[config.mk]
export PLATFORM = sky130hd
export DESIGN_NAME = nibble_serial_add_seq
export DESIGN_NICKNAME = d
export VERILOG_FILES = /design/src/rtl/nibble_serial_add_seq.sv
export SDC_FILE = /design/constraint.sdc
export NUM_CORES = 1
export LEC_CHECK = 0
export ABC_CLOCK_PERIOD_IN_PS = 5000
export CAP_MARGIN = 5
export CORE_UTILIZATION = 50
export CTS_BUF_LIST = sky130_fd_sc_hd__clkbuf_2 sky130_fd_sc_hd__clkbuf_4 sky130_fd_sc_hd__clkbuf_8
export DETAILED_ROUTE_END_ITERATION = 6
export PLACE_DENSITY_LB_ADDON = 0.05
export SYNTH_ARGS = -nofsm -noshare
export SYNTH_HDL_FRONTEND = slang
export SYNTH_SLANG_ARGS = --single-unit
export TNS_END_PERCENT = 50
[constraint.sdc]
create_clock -name clk -period 5 [get_ports clk]
set_input_delay 1.25 -clock clk [delete_from_list [all_inputs] [get_ports clk]]
set_output_delay 1.25 -clock clk [all_outputs]
set_load 0.01 [all_outputs]
[src/rtl/nibble_serial_add_seq.sv]
// Nibble-serial sequencer/collector around an external 4-bit registered adder.
// Ports: in_* operand handshake, add_* adder link, out_* result handshake.
module nibble_serial_add_seq #(
  parameter int WIDTH     = 16,
  parameter int ADDER_LAT = 1
) (
  input  logic             clk,
  input  logic             rst,
  input  logic             in_valid,
  output logic             in_ready,
  input  logic [WIDTH-1:0] in_a,
  input  logic [WIDTH-1:0] in_b,
  input  logic             in_cin,
  output logic [3:0]       add_a,
  output logic [3:0]       add_b,
  output logic             add_cin,
  input  logic [4:0]       add_sum,
  output logic             out_valid,
  input  logic             out_ready,
  output logic [WIDTH:0]   out_sum
);

  localparam int NIB = WIDTH / 4;
  localparam int IW  = (NIB > 1) ? $clog2(NIB) : 1;
  localparam logic [IW-1:0] LAST = IW'(NIB - 1);
  localparam logic [2:0]    WLD  = 3'(ADDER_LAT - 1);

  typedef enum logic [1:0] {
    IDLE,
    ISSUE,
    WAIT,
    DONE
  } state_t;

  state_t            state;
  logic [IW-1:0]     idx;
  logic [IW-1:0]     idx_nx;
  logic [2:0]        wcnt;
  logic [WIDTH-1:0]  a_q;
  logic [WIDTH-1:0]  b_q;
  logic [WIDTH-1:0]  res;
  logic [WIDTH-1:0]  res_nx;

  assign idx_nx   = idx + 1'b1;
  assign in_ready = (state == IDLE) && !rst;

  // Result with the nibble being captured this cycle merged in,
  // so the final nibble lands in out_sum on the same edge.
  always_comb begin
    res_nx = res;
    res_nx[4*idx +: 4] = add_sum[3:0];
  end

  // add_cin doubles as the running carry register: it holds the
  // carry into the nibble currently at the adder.
  always_ff @(posedge clk) begin
    if (rst) begin
      state     <= IDLE;
      idx       <= '0;
      wcnt      <= '0;
      a_q       <= '0;
      b_q       <= '0;
      res       <= '0;
      out_sum   <= '0;
      out_valid <= 1'b0;
      add_a     <= '0;
      add_b     <= '0;
      add_cin   <= 1'b0;
    end else begin
      unique case (state)
        IDLE: begin
          if (in_valid) begin
            a_q     <= in_a;
            b_q     <= in_b;
            idx     <= '0;
            res     <= '0;
            add_a   <= in_a[3:0];
            add_b   <= in_b[3:0];
            add_cin <= in_cin;
            state   <= ISSUE;
          end
        end
        ISSUE: begin
          wcnt  <= WLD;
          state <= WAIT;
        end
        WAIT: begin
          if (wcnt != 3'd0) begin
            wcnt <= wcnt - 3'd1;
          end else begin
            res <= res_nx;
            if (idx == LAST) begin
              out_sum   <= {add_sum[4], res_nx};
              out_valid <= 1'b1;
              add_a     <= '0;
              add_b     <= '0;
              add_cin   <= 1'b0;
              state     <= DONE;
            end else begin
              idx     <= idx_nx;
              add_a   <= a_q[4*idx_nx +: 4];
              add_b   <= b_q[4*idx_nx +: 4];
              add_cin <= add_sum[4];
              state   <= ISSUE;
            end
          end
        end
        DONE: begin
          if (out_ready) begin
            out_valid <= 1'b0;
            state     <= IDLE;
          end
        end
        default: state <= IDLE;
      endcase
    end
  end

endmodule

# ---- Yosys cells after proc, flatten, opt, wreduce, memory -nomap -nowiden
# Index checks and enable logic that the tools add are counted.
dict set report totals {
  register_bits 82
  inputBits 42
  out_inout_bits 28
  elab_cells 74
}
dict set report classes {
  addsub 3
  n_eq_ne 10
  n_shift 4
  n_mux 31
  bitwise 1
  n_reduce_logical 14
}
# cell n
set ops {}
lappend ops {{$neg A4 Y34} 1}
lappend ops {{$shift A4 B34 Y16 const A} 1}
lappend ops {{$shiftx A4 B34 Y16} 1}
lappend ops {{$mux W16} 2}
lappend ops {{$pmux W16 S2} 1}
lappend ops {{$shiftx A16 B5 Y4} 2}
lappend ops {{$mux W4} 6}
lappend ops {{$bwmux W16} 1}
lappend ops {{$pmux W4 S2} 2}
lappend ops {{$mux W2} 7}
lappend ops {{$ne A2 B2 Y1 const B} 6}
lappend ops {{$reduce_and A3 Y1} 3}
lappend ops {{$pmux W2 S4} 1}
lappend ops {{$reduce_and A4 Y1} 2}
lappend ops {{$eq A2 B2 Y1 const B} 3}
lappend ops {{$mux W1} 6}
lappend ops {{$pmux W3 S2} 1}
lappend ops {{$reduce_bool A2 Y1} 3}
lappend ops {{$pmux W1 S2} 2}
lappend ops {{$pmux W2 S2} 1}
lappend ops {{$reduce_and A2 Y1} 2}
lappend ops {{$mux W3} 1}
lappend ops {{$reduce_bool A3 Y1} 1}
lappend ops {{$sub A3 B1 Y3 const B} 1}
lappend ops {{other kinds (6)} 6}

# ---- Longest topological paths before layout
# Gate-level depths: netlist (run 1).
dict set report logic_depth {
  depth_word 5
  mapped_depth 8
  mapped_depth_nobuf 6
}

# ---- Worst setup path before layout (run 1)
# OpenSTA, ideal clock, no wires.
dict set report synth_path {
  path_kind {input-to-output}
  startpoint {input rst}
  endpoint {output in_ready}
  arrival_time_ps 1903
  required_time_ps 3750
  path_slack_ps 1847
  cell_stages 3
  n_path_buf 2
  path_cell_list {clkbuf_1 clkbuf_1 nor3_1}
}
dict set report synth_via {
  elab_chain_cells 2
}
# item line
set synth_rtl {}
lappend synth_rtl {{start: declaration} 8} ;# input logic rst,
lappend synth_rtl {{$logic_not A1 Y1} 45} ;# assign in_ready = (state == IDLE) && !rst;
lappend synth_rtl {{$logic_and A1 B1 Y1} 45}
lappend synth_rtl {{end: declaration} 10} ;# output logic in_ready,
# Every way passes these cells.

# ---- Worst setup path in the final report (run 1)
# Ends and elaborated chain as after synthesis.

==> impl_metrics.ini, run 1 <==
[run_status]
status = completed

[sta]
setup_ws_ps = 1560
fin_crit_ps = 3440
post-route-period-util = 0.689
clock_skew_ps = 8.79
slew_headroom = 0.378
setup_violations = 0
final_max_slew_viol_count = 0
final_hold_viol_count = 0
fin_setup_tns_ps = 0
fmax_mhz = 290
worst_pin_slew_ps = 932
rsz0062_at_grt = false

[power_and_ir_drop]
ir_worst_vdd_mv = 0.157
power.total_mw = 1.42
p_leak_nw = 1.67
power.density_nw_per_um2 = 309

[synthesis]
yosysTopAreaCellShare = 0.443
synth-xor-area-share = 0.00236
synth_compound_area_frac = 0.201
synth_flop_cell = dfxtp_1
synthSimpleGateAreaFrac = 0.219
synth_mux_area_frac = 0.0486
synth.avg_cell_area_um2 = 8.58
yosys_register_bits = 82
syn-num-nets = 482
ys_warn_count = 0
yosys-top-cells-area = dfxtp_1 44%, a21oi_1 7.7%, nand2_1 7.5%
synth_area_leader_cell = dfxtp_1
synth_top_family_by_area = simple AND/OR/NAND/NOR gates
post_synth_fa_ha_maj_area_fraction = 0.0270
synth_area_um2 = 3710
synth_commonest_cells = 82 x dfxtp_1, 74 x nand2_1, 57 x a21oi_1, 37 x nor2_1
synth-async-reset-ratio = 0
netlist_instances = 432
ys_seq_area_frac = 0.443
synth-edff-count = 0
yosysMostFrequentCell = dfxtp_1
synth_cell_type_count = 40

[drt]
wl_um = 8850
drtPass1Iterations = 4
drt-vias-per-instance = 5.54
num_vias = 3266
drc_errors = 0
avgRoutedWirePerCell_um = 15.0
drt-initial-drc-count = 131
postRouteAntennaNets = 0

[setup_path]
startpoint = rst
reg2reg_to = out_sum[11]
path_max_fanout = 2
critPathArrivalTime_ps = 2190
crit_type = in2out
r2r_slack_ps = 2340
end_kind = output pin
r2r-start = idx[0]
worst-r2r-cell-count = 6
cp.required_ps = 3750
worstSetupStartpointType = primary input

[clock_network]
post_cts_resized = 0
htree_levels = 3
cts_setup_buffers = 0
root_buffer = clkbuf_8
postCtsHoldBufs = 0
cts_sinks = 82
tritoncts = done
max-clock-path-buffers = 2
clkTransAtPathRegs_ps = 80
clock_latency_ps = 350
cts_buffers = 9

[global_route]
grt_pass1_wl_um = 14400
antenna_found_initial = 0
grt_max_degree = 77
grtUsageMet2 = 0.408
grt_pass1_vias = 3061
busiest_layer = met2
gr-usage-met3 = 0.0386
use_met1 = 0.304
grt.overflow.total = 0
grt_util_all_layers = 0.243

[worst_hold_path]
min_from = b_q[5]
hold_class = reg2reg
min_to = b_q[5]
whs_path_depth = 2

[floorplanning]
rows = 31
die_w_um = 88.1
die_area_um2 = 7770
die_y_um = 88.1
core_um2 = 7210
initial_core_util = 0.514
ios = 70

[cells_and_area]
synthToLayoutAreaGrowth_pct = 24.4
fin_area_um2 = 4610
nets = 535
antennaDiodeCount = 0
drive_above_1_share = 0.0612
final_util = 0.639

[place]
post-place-ws_ps = 1570
portBuffers = 69
dp_hpwl_um = 5840
place.gp.congestion = 0.801
place_area_um2 = 4390

[flow_run]
maxCapViolCount = 0
==> layout by cell type, fill, tap and decap left out, types with 9 or more instances in the layout <==
cell / Yosys / routed
nor3_1: 14 / 14
nand2b_1: 16 / 16
mux2_1: 16 / 16
a311oi_1: 14 / 14
nand2_1: 74 / 74
dfxtp_1: 82 / 82
inv_1: 13 / 13
nor2_1: 37 / 37
clkbuf_8: 0 / 10
a22o_1: 10 / 10
a21oi_1: 57 / 57
a211oi_1: 9 / 9
clkdlybuf4s50_1: 0 / 68
==> power by group <==
| part | leakage, nW | switching [mW] | internal (mW) |
|---|---|---|---|
| logic | 0.890 | 0.0964 | 0.0866 |
| clock network | 0.112 | 0.241 | 0.296 |
| registers | 0.668 | 0.0228 | 0.683 |
==> kinds of logic (layout without fill, tap and decap cells) <==
group,count (synthesis),count (layout)
fa+ha+maj,8,8
buf+inv,44,102
simple gates,168,168
xor+xnor,1,1
compound gates,113,113
flops,82,82
mux,16,16
==> stage by stage <==
stage	std cells	hold WS [ps]
finish	589	453
floorplan	432	432
global placement	573	438
global route	589	479
detailed placement	573	442
CTS	589	455
==> flip-flops by register name, indices dropped and copies added, names as in the netlist, 2 cells and up <==
name	flops
add_b	4
state	2
idx	2
add_a	4
a_q	16
out_sum	17
b_q	16
res	16
wcnt	3
==> worst max-delay path by stage <==
stage,end,slack [ps],cells after the start
floorplan,in_ready,1850,3
global placement,in_ready,1530,3
detailed placement,in_ready,1570,3
CTS,in_ready,1560,3
global route,in_ready,1490,3
finish,in_ready,1560,3
==> per-layer routing <==
metal	wire [µm]	vias to the layer above
li1	-	1616
met1	3950	1539
met2	4290	90
met3	393	21
met4	207	0
met5	0	-
==> final cells by class <==
class                           instances  area (µm²)
Inverter                               15        56.3
Sequential cell                        82        1640
Fill cell                             664        2600
Timing Repair Buffer                   71         701
Tap cell                               99         124
Clock buffer                           10         138
Clock inverter                          6        90.1
Multi-Input combinational cell        306        1860
==> critical path, cell delays in order <==
cell,delay [ps]
buf_2,130
nor3_1,210
clkdlybuf4s50_1,600
Note: power is estimated with default switching activity, not from simulation.
==> run 2, diff against run 1 <==
ABC_CLOCK_PERIOD_IN_PS = 3150   (was 5000)
CORE_UTILIZATION = 49   (was 50)
clock period = 3.15 ns   (was 5 ns; I/O delays follow)
==> impl_metrics.ini, run 2 (synthesis results as in run 1) <==
[clock_network]
clkTransAtPathRegs_ps = 80
tritoncts = done
max-clock-path-buffers = 2
post_cts_resized = 0
cts_buffers = 9
root_buffer = clkbuf_8
cts_sinks = 82
htree_levels = 3
cts_setup_buffers = 0
postCtsHoldBufs = 0
clock_latency_ps = 350

[sta]
final_hold_viol_count = 0
clock_skew_ps = 10.4
fmax_mhz = 383
worst_pin_slew_ps = 806
post-route-period-util = 0.830
slew_headroom = 0.462
setup_violations = 0
fin_setup_tns_ps = 0
rsz0062_at_grt = false
final_max_slew_viol_count = 0
fin_crit_ps = 2610

[place]
dp_hpwl_um = 6070
portBuffers = 69
place.gp.congestion = 0.835

[drt]
postRouteAntennaNets = 0
num_vias = 3246
drt-initial-drc-count = 114
drc_errors = 0
drtPass1Iterations = 4
avgRoutedWirePerCell_um = 15.1
wl_um = 8980
drt-vias-per-instance = 5.46

[setup_path]
end_kind = output pin
crit_type = reg2out
cp.required_ps = 2360
r2r-start = idx[0]
reg2reg_to = add_a[1]
worstSetupStartpointType = register
path_max_fanout = 19
worst-r2r-cell-count = 6
r2r_slack_ps = 580
critPathArrivalTime_ps = 1830

[floorplanning]
die_w_um = 89.0
ios = 70
initial_core_util = 0.509
core_um2 = 7290
rows = 31
die_area_um2 = 7920
die_y_um = 89.0

[power_and_ir_drop]
power.density_nw_per_um2 = 501
power.total_mw = 2.33
ir_worst_vdd_mv = 0.299
p_leak_nw = 1.70

[global_route]
grt_pass1_wl_um = 14600
grt_max_degree = 77
grt_util_all_layers = 0.244
antenna_found_initial = 0
grt.overflow.total = 0
grt_pass1_vias = 2988

[cells_and_area]
antennaDiodeCount = 0
drive_above_1_share = 0.0707
largest_register_ffs = 17
layout_common_cells = 82 x dfxtp_1, 74 x nand2_1, 68 x clkdlybuf4s50_1
synthToLayoutAreaGrowth_pct = 25.5
top_register = out_sum
nets = 540
layout_commonest_cell = dfxtp_1

[worst_hold_path]
whs_path_depth = 2
min_to = a_q[4]
min_from = a_q[4]
hold_class = reg2reg

[run_status]
status = completed

[flow_run]
maxCapViolCount = 0
[run 2: area by class of cell]
class,instances,area (µm²)
tap,99,124
inverter,15,56.3
clock buffer,11,139
timing repair buffer,76,738
sequential,82,1640
clock inverter,5,103
multi-input combinational,306,1850
fill,667,2640
[run 2: worst max path at each step]
stage,start,end
after floorplan,rst,in_ready
after detailed placement,in_valid,add_a[1]
after global placement,in_valid,add_a[3]
final,state[1],in_ready
after global routing,idx[0],add_a[0]
after CTS,state[1],in_ready
[run 2: critical path: stages (launching register included)]
cell,delay (ps)
dfxtp_1,490
nor3_1,370
clkdlybuf4s50_1,610
[run 2: metal layers]
layer | wire length (µm) | share of wire | global-route usage
met1 | 4030 | 0.45 | 0.315
met2 | 4410 | 0.49 | 0.411
met3 | 387 | 0.043 | 0.0351
met4 | 151 | 0.017 | 0.101
met5 | 0 | 0 | 0
[run 2: report_power, final]
group | internal [mW] | leakage [nW] | switching [mW]
Clock | 0.543 | 0.120 | 0.372
Sequential | 1.08 | 0.668 | 0.0321
Combinational | 0.142 | 0.914 | 0.158
Total | 1.77 | 1.70 | 0.563
[run 2: stage by stage]
stage | util | hold WS, ps | area (µm²) | setup WS, ps | cells
2_1_floorplan | - | 432 | 3710 | 922 | 432
3_3_place_gp | 0.605 | 438 | 4410 | 565 | 578
3_5_place_dp | 0.605 | 443 | 4410 | 501 | 578
4_1_cts | 0.638 | 454 | 4660 | 569 | 594
5_1_grt | 0.638 | 477 | 4660 | 416 | 594
6_report | 0.638 | 454 | 4660 | 536 | 594
==> run 3, diff against run 2 <==
ABC_CLOCK_PERIOD_IN_PS = 2240   (was 3150)
clock period = 2.24 ns   (was 3.15 ns; I/O delays follow)
==> impl_metrics.ini, run 3 (synthesis results as in run 1) <==
[floorplanning]
ios = 70
rows = 31
initial_core_util = 0.509
die_w_um = 89.0
core_um2 = 7290
die_y_um = 89.0
die_area_um2 = 7920

[setup_path]
path_max_fanout = 2
r2r-start = idx[1]
cp.required_ps = 1680
worst-r2r-cell-count = 6
end_kind = output pin
r2r_slack_ps = 300
reg2reg_to = add_a[0]
critPathArrivalTime_ps = 1580
worstSetupStartpointType = register
crit_type = reg2out

[run_status]
status = completed

[drt]
postRouteAntennaNets = 0
drt-initial-drc-count = 121
drtPass1Iterations = 5
drt-vias-per-instance = 5.41
drc_errors = 0
num_vias = 3276
avgRoutedWirePerCell_um = 14.7
wl_um = 8910

[clock_network]
tritoncts = done
clock_latency_ps = 350
postCtsHoldBufs = 0
cts_buffers = 9
post_cts_resized = 0
htree_levels = 3
max-clock-path-buffers = 2
cts_setup_buffers = 0
clkTransAtPathRegs_ps = 80
cts_sinks = 82
root_buffer = clkbuf_8

[global_route]
grt_pass1_vias = 3133
antenna_found_initial = 0
use_met1 = 0.305
busiest_layer = met2
grt.overflow.total = 0
grt_pass1_wl_um = 14600
grtUsageMet2 = 0.403
grt_max_degree = 77
gr-usage-met3 = 0.0379
grt_util_all_layers = 0.245

[sta]
hold_slack_ps = 452
rsz0062_at_grt = false
fmax_mhz = 467
fin_setup_tns_ps = 0
post-route-period-util = 0.956
setup_ws_ps = 97.7
fin_crit_ps = 2140
clock_skew_ps = 3.70
final_hold_viol_count = 0
slew_headroom = 0.455
final_max_slew_viol_count = 0
setup_violations = 0
worst_pin_slew_ps = 817

[cells_and_area]
top_register = out_sum
drive_above_1_share = 0.0927
final_util = 0.643
synthToLayoutAreaGrowth_pct = 26.5
largest_register_ffs = 17
nets = 554
layout_commonest_cell = dfxtp_1
layout_common_cells = 82 x dfxtp_1, 74 x nand2_1, 68 x clkdlybuf4s50_1
antennaDiodeCount = 0

[flow_run]
maxCapViolCount = 0

[place]
dp_hpwl_um = 6260
post-place-ws_ps = 80.6
portBuffers = 69
place.gp.congestion = 0.802

[power_and_ir_drop]
power.total_mw = 2.92
ir_worst_vdd_mv = 0.319
p_leak_nw = 1.75
power.density_nw_per_um2 = 624

[worst_hold_path]
whs_path_depth = 2
min_to = a_q[5]
min_from = a_q[5]
hold_class = reg2reg
## run 3: cell count changes in the layout (fill, tap and decap cells not counted), sizes merged
cell and delta:
buf +14, bufinv -3, clkinv +3, clkbuf -1
clkinvlp -1
## run 3: metrics by stage
stage	std cells	area, µm²
after floorplan	432	3710
after global placement	592	4530
after detailed placement	592	4530
after CTS	606	4690
after global routing	606	4690
final	606	4690
## run 3: area by class of cell
cell class,count,area [µm²]
multi-input combinational,306,1850
timing repair buffer,90,856
clock inverter,4,20.0
fill,706,2600
clock buffer,10,138
tap,99,124
sequential,82,1640
inverter,15,56.3
## run 3: worst max-delay path by stage
stage              from  endpoint  slack (ps)  depth (start not counted)
2_1_floorplan    idx[0]    res[3]         290                          7
3_3_place_gp   in_valid    res[9]         110                          5
3_5_place_dp   in_valid   res[10]          80                          5
4_1_cts        state[1]  in_ready         120                          2
5_1_grt        state[1]  in_ready          40                          2
6_report       state[1]  in_ready         100                          2
## run 3: where the power goes
group | switching, mW | internal, mW | total [mW]
sequential | 0.0362 | 1.52 | 1.56
combinational | 0.233 | 0.219 | 0.452
clock | 0.499 | 0.413 | 0.912
total | 0.769 | 2.16 | 2.92
## run 3: critical path: stages, from the launching register on
cell and delay (ps):
dfxtp_1 320, nor3_1 310, clkdlybuf4s50_1 610
## run 3: per-layer routing
metal | share of wire | vias up
met1 | 0.44 | 1511
met2 | 0.48 | 86
met5 | 0 | -
met4 | 0.036 | 0
met3 | 0.038 | 23
li1 | - | 1656
